===== src/rtl/uart_pkg.sv =====
// Shared UART types and constants for the transmit and receive paths.
package uart_pkg;

    localparam int   UART_DATA_BITS   = 8;
    localparam logic UART_IDLE_LEVEL  = 1'b1;
    localparam logic UART_START_LEVEL = 1'b0;

    typedef enum logic [2:0] {
        IDLE,
        START,
        DATA,
        PARITY,
        STOP
    } uart_tx_state_e;

endpackage


===== src/rtl/uart_baud_gen.sv =====
// Loadable baud down-counter; tick_o marks the last clock of a bit period.
module uart_baud_gen #(
    parameter int DIV_W = 16
) (
    input  logic             clk_i,
    input  logic             rst_ni,
    input  logic             load_i,
    input  logic [DIV_W-1:0] load_val_i,
    input  logic             en_i,
    output logic             tick_o
);

    logic [DIV_W-1:0] cnt_q;
    logic [DIV_W-1:0] cnt_d;

    // A load wins over counting so each bit period starts from a fresh value.
    always_comb begin
        cnt_d = cnt_q;
        if (load_i) begin
            cnt_d = load_val_i;
        end else if (en_i && (cnt_q != '0)) begin
            cnt_d = cnt_q - 1'b1;
        end
    end

    always_ff @(posedge clk_i) begin
        if (!rst_ni) begin
            cnt_q <= '0;
        end else begin
            cnt_q <= cnt_d;
        end
    end

    assign tick_o = (cnt_q == '0);

endmodule


===== src/rtl/uart_tx.sv =====
// UART transmitter with CTS flow control: start, 8 data bits LSB first, 1 or 2 stops.
// Optional parity bit enabled by defining UART_TX_PARITY_EN.
module uart_tx
    import uart_pkg::*;
#(
    parameter int DIV_W     = 16,
    parameter int DATA_BITS = UART_DATA_BITS
) (
    input  logic                 specman_hclk,
    input  logic                 hresetn,
    input  logic [DIV_W-1:0]     baud_div,
    input  logic                 stop2,
    input  logic [DATA_BITS-1:0] tx_data,
    input  logic                 tx_valid,
    output logic                 tx_ready,
    input  logic                 cts_n,
`ifdef UART_TX_PARITY_EN
    input  logic                 parity_en,
    input  logic                 parity_odd,
`endif
    output logic                 txd,
    output logic                 busy
);

    localparam int                IDX_W    = $clog2(DATA_BITS);
    localparam logic [IDX_W-1:0]  LAST_IDX = IDX_W'(DATA_BITS - 1);

    uart_tx_state_e        state_q;
    logic [DATA_BITS-1:0]  shift_q;
    logic [IDX_W-1:0]      idx_q;
    logic [DIV_W-1:0]      baud_q;
    logic                  stop2_q;
    logic                  stop_cnt_q;
    logic                  txd_q;
    logic                  busy_q;
`ifdef UART_TX_PARITY_EN
    logic                  par_en_q;
    logic                  par_bit_q;
`endif

    logic                  accept;
    logic                  tick;
    logic                  baud_load;
    logic [DIV_W-1:0]      baud_load_val;

    assign tx_ready = (state_q == IDLE) & ~cts_n & hresetn;
    assign accept   = tx_valid & tx_ready;

    // Reload on acceptance and at every bit boundary; the frame uses the captured divisor.
    assign baud_load     = accept | (busy_q & tick);
    assign baud_load_val = (state_q == IDLE) ? baud_div : baud_q;

    uart_baud_gen #(
        .DIV_W (DIV_W)
    ) u_baud_gen (
        .clk_i      (specman_hclk),
        .rst_ni     (hresetn),
        .load_i     (baud_load),
        .load_val_i (baud_load_val),
        .en_i       (busy_q),
        .tick_o     (tick)
    );

    always_ff @(posedge specman_hclk) begin
        if (!hresetn) begin
            state_q    <= IDLE;
            shift_q    <= '0;
            idx_q      <= '0;
            baud_q     <= '0;
            stop2_q    <= 1'b0;
            stop_cnt_q <= 1'b0;
            txd_q      <= UART_IDLE_LEVEL;
            busy_q     <= 1'b0;
`ifdef UART_TX_PARITY_EN
            par_en_q   <= 1'b0;
            par_bit_q  <= 1'b0;
`endif
        end else begin
            case (state_q)
                IDLE: begin
                    if (accept) begin
                        state_q    <= START;
                        shift_q    <= tx_data;
                        idx_q      <= '0;
                        baud_q     <= baud_div;
                        stop2_q    <= stop2;
                        stop_cnt_q <= 1'b0;
                        txd_q      <= UART_START_LEVEL;
                        busy_q     <= 1'b1;
`ifdef UART_TX_PARITY_EN
                        par_en_q   <= parity_en;
                        par_bit_q  <= parity_odd ? ~(^tx_data) : ^tx_data;
`endif
                    end
                end
                START: begin
                    if (tick) begin
                        state_q <= DATA;
                        txd_q   <= shift_q[0];
                        shift_q <= shift_q >> 1;
                    end
                end
                DATA: begin
                    if (tick) begin
                        if (idx_q == LAST_IDX) begin
`ifdef UART_TX_PARITY_EN
                            if (par_en_q) begin
                                state_q <= PARITY;
                                txd_q   <= par_bit_q;
                            end else begin
                                state_q <= STOP;
                                txd_q   <= UART_IDLE_LEVEL;
                            end
`else
                            state_q <= STOP;
                            txd_q   <= UART_IDLE_LEVEL;
`endif
                        end else begin
                            idx_q   <= idx_q + 1'b1;
                            txd_q   <= shift_q[0];
                            shift_q <= shift_q >> 1;
                        end
                    end
                end
`ifdef UART_TX_PARITY_EN
                PARITY: begin
                    if (tick) begin
                        state_q <= STOP;
                        txd_q   <= UART_IDLE_LEVEL;
                    end
                end
`endif
                STOP: begin
                    // With two stop bits the first tick only marks the end of the first period.
                    if (tick) begin
                        if (stop2_q && !stop_cnt_q) begin
                            stop_cnt_q <= 1'b1;
                        end else begin
                            state_q <= IDLE;
                            busy_q  <= 1'b0;
                        end
                    end
                end
                default: begin
                    state_q <= IDLE;
                    txd_q   <= UART_IDLE_LEVEL;
                    busy_q  <= 1'b0;
                end
            endcase
        end
    end

    assign txd  = txd_q;
    assign busy = busy_q;

endmodule


===== config.mk =====
export PLATFORM = sky130hd
export DESIGN_NAME = uart_tx
export DESIGN_NICKNAME = d
export VERILOG_FILES = /design/src/rtl/uart_pkg.sv /design/src/rtl/uart_baud_gen.sv /design/src/rtl/uart_tx.sv
export SDC_FILE = /design/constraint.sdc
export NUM_CORES = 1
export LEC_CHECK = 0
export CORE_ASPECT_RATIO = 0.5
export CORE_MARGIN = 3
export CORE_UTILIZATION = 50
export CTS_CLUSTER_DIAMETER = 50
export CTS_CLUSTER_SIZE = 28
export DETAILED_ROUTE_END_ITERATION = 10
export PLACE_DENSITY = 0.77
export SLEW_MARGIN = 20
export SYNTH_ARGS = -nofsm -noshare
export SYNTH_HDL_FRONTEND = slang
export SYNTH_SLANG_ARGS = --single-unit

===== constraint.sdc =====
create_clock -name specman_hclk -period 3 [get_ports specman_hclk]
set_clock_uncertainty 0.1 [all_clocks]
set_input_delay 0.75 -clock specman_hclk [delete_from_list [all_inputs] [get_ports specman_hclk]]
set_output_delay 0.75 -clock specman_hclk [all_outputs]
set_load 0.03 [all_outputs]

==> results.txt, run 1 <==
RSZ-0062 raised after global routing -> no
Tmin final -> 2630 ps
Post-DP Area -> 3260 µm²
Post-synth EDFFs -> 0
Num CTS Buffers -> 5
Core area -> 5230 µm²
Post-route cell area -> 3400 µm²
DP HPWL -> 5470 µm
Die Wd -> 113 µm
Top FF cell, synth -> dfxtp_1
Number of global-route vias before repair -> 2629
Clock transition at path regs -> 60 ps
Cells after synthesis -> 355
Slew HR -> 0.611
Layout cells sized above 1 -> 0.0969
Filler instances -> 453
Row cnt -> 18
Critical Path Fanout Max -> 4
PD cells -> 679 nW/µm²
Yosys warns -> 0
Root Driver -> clkbuf_16
Num ports -> 32
Clk_lat worst skew -> 290 ps
CP Launch Type -> input port
Routability Congestion -> 0.937
# clock sinks -> 50
P_leak -> 1.28 nW
Iter 0 DRT Violations -> 307
CTS max path bufs -> 2
Max Freq -> 380 MHz
Pre-Repair DR Iteration Count -> 7
PortBufs -> 31
CP cell instances -> clkdlybuf4s50_1 > inv_2 > nor3_1 > buf_4
Setup TNS -> 0 ps
Hold Path Class -> reg2reg
Layout overhead on the synthesized area -> 18.6%
Total power -> 2.31 mW
Vias -> 2851
Global-route wire length before repair -> 12900 µm
Die Ht -> 59.5 µm
Max Cap Viol -> 0
Hold Vio Cnt, Final -> 0
Mapped Avg Cell Area -> 8.07 µm²
WP data arrival -> 1780 ps
Worst path top cell family by delay -> buffers and inverters
Final Slew Violations -> 0
CP max stage delay -> 580 ps
Critical-path top delay cell -> clkdlybuf4s50_1
Maximum vdd drop -> 0.350 mV
FFs w/ async S/R, synth -> 0
# Post-CTS Setup Buffers -> 0
Worst path required time -> 2150 ps
WL/cell -> 17.4 µm
Mapped cell area -> 2870 µm²
# nets final -> 414
Status -> finished clean
#FFs+latches synth -> 50
Diodes inserted -> 0
CTS H-tree lvls -> 2
Gr usage total -> 0.242
Distinct cells, synth -> 65
Initial antenna violation count -> 0
Seq/Total Area, Yosys -> 0.349
Hold-fix buffers, CTS -> 0
Initial Utilization -> 0.548
Worst slack at placement -> 225 ps
Post-route DRC -> 0
Final WL -> 7880 µm
# resized after CTS -> 0
Buf/Inv on CP -> 3
DR vias/cell -> 6.31
Measured slew at the worst slew-check pin -> 569 ps
Die ar. -> 6730 µm²
Syn_nets -> 387
Tcrit/Tclk final -> 0.878
CTS tree -> built
Final setup fails -> 0
WS Path Type -> in2out
Gr ovfl total -> 0
DRT antenna net count -> 0
Worst Setup End Kind -> output port
Largest net degree at the start of global routing -> 37
Setup ws final -> 366 ps
-- state kept, by name, indices dropped and copies added (netlist names) --
name,cells
stop2_q,1
idx_q,3
u_baud_gen.cnt_q,16
baud_q,16
shift_q,8
txd,1
stop_cnt_q,1
busy,1
state_q,3
-- area by class of cell --
| class | count | area (µm²) | area share |
|---|---|---|---|
| multi-input cells | 275 | 1720 | 0.508 |
| flip-flops and latches | 50 | 1000 | 0.295 |
| repair buffers | 46 | 433 | 0.127 |
| clock buffers | 6 | 129 | 0.0379 |
| well taps | 70 | 87.6 | 0.0258 |
| inverters | 4 | 15.0 | 0.00442 |
| clock inverters | 1 | 7.51 | 0.00221 |
-- layout by cell type, fill, tap and decap left out, types with 2 or more instances in the layout --
cell type         n
a211oi_1          5
a21oi_1          38
a22o_1            2
a31oi_1           6
a32o_1            3
and3_1            4
and3b_1           2
and4_1            2
buf_4            15
clkbuf_16         5
clkdlybuf4s50_1  30
dfxtp_1          50
ha_1              3
inv_1             3
mux2i_1          20
nand2_1          49
nand2b_1          4
nand3_1          16
nand3b_1          2
nand4_1           3
nor2_1           21
nor3_1           13
nor4_1            4
o211ai_1          3
o21a_1            3
o21ai_0          21
o22ai_1           3
o2bb2ai_1         2
o31a_1            4
or3_1             8
or4_1             2
xnor2_1           2
-- through the flow --
stage | hold WS [ps] | cells | util
2_1_floorplan | 331 | 355 | -
3_3_place_gp | 342 | 445 | 0.624
3_5_place_dp | 349 | 445 | 0.624
4_1_cts | 357 | 452 | 0.650
5_1_grt | 371 | 452 | 0.650
6_report | 356 | 452 | 0.650
-- synthesized netlist by cell type, drive strengths merged, types with 3 or more instances --
cell type	n	share of area
nor2	23	0.038
nor4	6	0.021
inv	4	0.0052
o22ai	3	0.0066
or3	8	0.017
o31a	4	0.012
nand4	3	0.0066
o21ai	21	0.037
a211oi	5	0.013
o211ai	3	0.0079
nand3b	3	0.0092
nand2b	4	0.0087
o21a	3	0.0079
a32o	3	0.010
a21oi	39	0.069
nand3	16	0.028
dfxtp	50	0.35
mux2i	20	0.070
nand2	50	0.066
clkbuf	10	0.013
buf	16	0.031
and3	4	0.0087
ha	3	0.013
nor3	15	0.032
a31oi	6	0.013
-- logic make-up (layout without fill, tap and decap cells) --
kind of cell    Yosys count  after routing  synth area share
flops                    50             50             0.349
xor+xnor                  2              2           0.00611
compound gates          104            104             0.231
buf+inv                  30             57            0.0489
fa+ha+maj                 3              3            0.0131
simple gates            145            145             0.278
mux                      21             21            0.0738
-- routing by layer --
layer  GRT usage  vias up  wire length (µm)  share of wire
met3      0.0663       24               781          0.099
met1       0.311     1312              3420           0.43
met5           0        -                 0              0
met2       0.393      145              3500           0.44
li1            -     1370                 -              -
met4      0.0959        0               183          0.023
-- worst paths after layout --
check / start / end / slack (ps) / cells after the start
max: hresetn / tx_ready / 370 / 4
min: baud_q[7] / baud_q[7] / 360 / 2
max reg2reg: u_baud_gen.cnt_q[0] / u_baud_gen.cnt_q[10] / 420 / 7
min reg2reg: baud_q[7] / baud_q[7] / 360 / 2
-- worst register-to-register path, stage by stage, from the launching register on --
cell and delay, ps:
dfxtp_1 440, inv_1 80, ha_1 320, nor4b_2 220, and4_1 310, a2111oi_0 580, mux2i_1 200, a32o_1 230
-- power breakdown --
| part | leakage (nW) | switching, mW | internal, mW | total [mW] |
|---|---|---|---|---|
| Clock | 0.0629 | 0.243 | 0.305 | 0.548 |
| Sequential | 0.407 | 0.0730 | 0.725 | 0.798 |
| Combinational | 0.806 | 0.584 | 0.377 | 0.961 |
No activity file was read; power rests on OpenSTA's default activity.
==> run 2: changes to the inputs <==
--- a/config.mk
+++ b/config.mk
@@ -7,11 +7,11 @@
 export LEC_CHECK = 0
 export CORE_ASPECT_RATIO = 0.5
 export CORE_MARGIN = 3
-export CORE_UTILIZATION = 50
+export CORE_UTILIZATION = 56
 export CTS_CLUSTER_DIAMETER = 50
 export CTS_CLUSTER_SIZE = 28
 export DETAILED_ROUTE_END_ITERATION = 10
-export PLACE_DENSITY = 0.77
+export PLACE_DENSITY = 0.84
 export SLEW_MARGIN = 20
 export SYNTH_ARGS = -nofsm -noshare
 export SYNTH_HDL_FRONTEND = slang
==> results.txt, run 2 (synthesized netlist as in run 1, its figures left out) <==
Status -> finished clean
Hold-fix buffers, CTS -> 0 (unchanged)
Layout overhead on the synthesized area -> 17.0%
WL/cell -> 16.9 µm (-3.1%)
Hold Path Class -> reg2reg
CTS tree -> built
PortBufs -> 31 (unchanged)
# resized after CTS -> 0 (unchanged)
Tmin final -> 2620 ps (-11.8 ps)
Post-route DRC -> 0 (unchanged)
Largest net degree at the start of global routing -> 37 (unchanged)
Die Ht -> 56.6 µm (-5.0%)
Final Slew Violations -> 0 (unchanged)
Clock transition at path regs -> 90 ps (+30 ps)
Final WL -> 7620 µm (-3.3%)
RSZ-0062 raised after global routing -> no
Critical hold path startpoint -> baud_q[5]
Number of global-route vias before repair -> 2571 (-2.2%)
Setup TNS -> 0 ps (unchanged)
CP cell instances -> clkdlybuf4s50_1 > inv_2 > nor3_1 > buf_4
PD cells -> 646 nW/µm² (-4.9%)
Root Driver -> clkbuf_8
Row cnt -> 17 (-1)
Finished Core Util -> 0.720 (+0.0697)
Diodes inserted -> 0 (unchanged)
Reg-to-Reg End -> u_baud_gen.cnt_q[10]
R2r setup slk -> 490 ps (+70 ps)
Slew HR -> 0.595 (-0.0156)
Buf/Inv on CP -> 3 (unchanged)
Maximum vdd drop -> 0.328 mV (-6.1%)
WS Path Type -> in2out
Critical R2R Launch -> u_baud_gen.cnt_q[0]
DR vias/cell -> 6.25 (-0.90%)
Max Cap Viol -> 0 (unchanged)
Worst Hold Path Cells -> 2 (unchanged)
Measured slew at the worst slew-check pin -> 592 ps (+22.8 ps)
Num ports -> 32 (unchanged)
Final setup fails -> 0 (unchanged)
Iter 0 DRT Violations -> 274 (-11%)
Gr usage total -> 0.259 (+0.0169)
# nets final -> 416 (+0.48%)
Num CTS Buffers -> 5 (unchanged)
Pre-Repair DR Iteration Count -> 5 (-2)
Hold Vio Cnt, Final -> 0 (unchanged)
CTS H-tree lvls -> 2 (unchanged)
# clock sinks -> 50 (unchanged)
Critical-path top delay cell -> clkdlybuf4s50_1
Clk_lat worst skew -> 320 ps (+30 ps)
WP data arrival -> 1770 ps (about the same)
Max Freq -> 381 MHz (+0.45%)
Initial antenna violation count -> 0 (unchanged)
DRT antenna net count -> 0 (unchanged)
WHS Endpoint -> baud_q[5]
Worst path required time -> 2150 ps (about the same)
Critical Path Fanout Max -> 4 (unchanged)
Routability Congestion -> 0.953 (+1.6%)
Worst Setup End Kind -> output port
Core area -> 4660 µm² (-11%)
P_leak -> 1.26 nW (-0.96%)
Die ar. -> 6060 µm² (-9.9%)
CP max stage delay -> 580 ps (about the same)
Worst path top cell family by delay -> buffers and inverters
Vias -> 2819 (-1.1%)
Worst Reg-to-Reg Cells -> 7 (unchanged)
Layout cells sized above 1 -> 0.106 (+0.00963)
Die Wd -> 107 µm (-5.2%)
DP HPWL -> 5400 µm (-1.2%)
# Post-CTS Setup Buffers -> 0 (unchanged)
Tcrit/Tclk final -> 0.874 (-0.00392)
Biggest regs -> baud_q x16, u_baud_gen.cnt_q x16, shift_q x8
Commonest non-fill, non-tap cell in the layout -> dfxtp_1
Gr ovfl total -> 0 (unchanged)
Commonest cells after routing, fill and taps aside -> 50 x dfxtp_1, 49 x nand2_1, 38 x a21oi_1, 30 x clkdlybuf4s50_1
Global-route wire length before repair -> 12500 µm (-2.5%)
CP Launch Type -> input port
CTS max path bufs -> 2 (unchanged)
Initial Utilization -> 0.615 (+0.0667)
==> run 2: cell count changes in the layout (fill, tap and decap cells not counted), sizes merged <==
cell | previous run | this run
buf | 16 | 18
clkinv | 0 | 1
==> run 2: power breakdown <==
group / leakage, nW / total, mW / switching [mW] / internal (mW)
Sequential: 0.407 / 0.798 / 0.0739 / 0.724
Clock: 0.0472 / 0.425 / 0.239 / 0.186
Combinational: 0.810 / 0.944 / 0.567 / 0.377
Total: 1.26 / 2.17 / 0.879 / 1.29
==> run 2: layout make-up <==
class                      instances  area [µm²]
clock buffer                       6        82.6
multi-input combinational        275        1720
timing repair buffer              48         435
tap                               66        82.6
fill                             378        1310
inverter                           4        15.0
clock inverter                     2        12.5
sequential                        50        1000
==> run 2: metal layers <==
| metal | wire length [µm] | up-vias | track usage |
|---|---|---|---|
| met3 | 606 | 20 | 0.0494 |
| met4 | 157 | 0 | 0.0856 |
| li1 | - | 1380 | - |
| met1 | 3590 | 1291 | 0.366 |
| met2 | 3270 | 128 | 0.396 |
| met5 | 0 | - | 0 |
==> run 2: worst min-delay path: stages (launching register included) <==
cell,delay (ps)
dfxtp_1,320
nand2_1,50
a21oi_1,50
==> run 2: per-stage QoR <==
step / area [µm²] / setup WS (ps) / hold slack (ps) / std cells / power (mW)
6_report: 3350 / 378 / 357 / 451 / 2.17
2_1_floorplan: 2870 / 234 / 331 / 355 / 1.45
3_3_place_gp: 3260 / 323 / 342 / 443 / 1.71
5_1_grt: 3350 / 281 / 373 / 451 / 2.30
4_1_cts: 3350 / 372 / 359 / 451 / 2.15
3_5_place_dp: 3260 / 294 / 346 / 443 / 1.73
==> run 2: how the worst max path moves through the flow <==
| stage | cells after the start | from | to |
|---|---|---|---|
| after detailed placement | 6 | hresetn | shift_q[7] |
| after global placement | 6 | hresetn | u_baud_gen.cnt_q[10] |
| after CTS | 4 | hresetn | tx_ready |
| after floorplan | 4 | hresetn | tx_ready |
| final | 4 | hresetn | tx_ready |
| after global routing | 4 | hresetn | tx_ready |
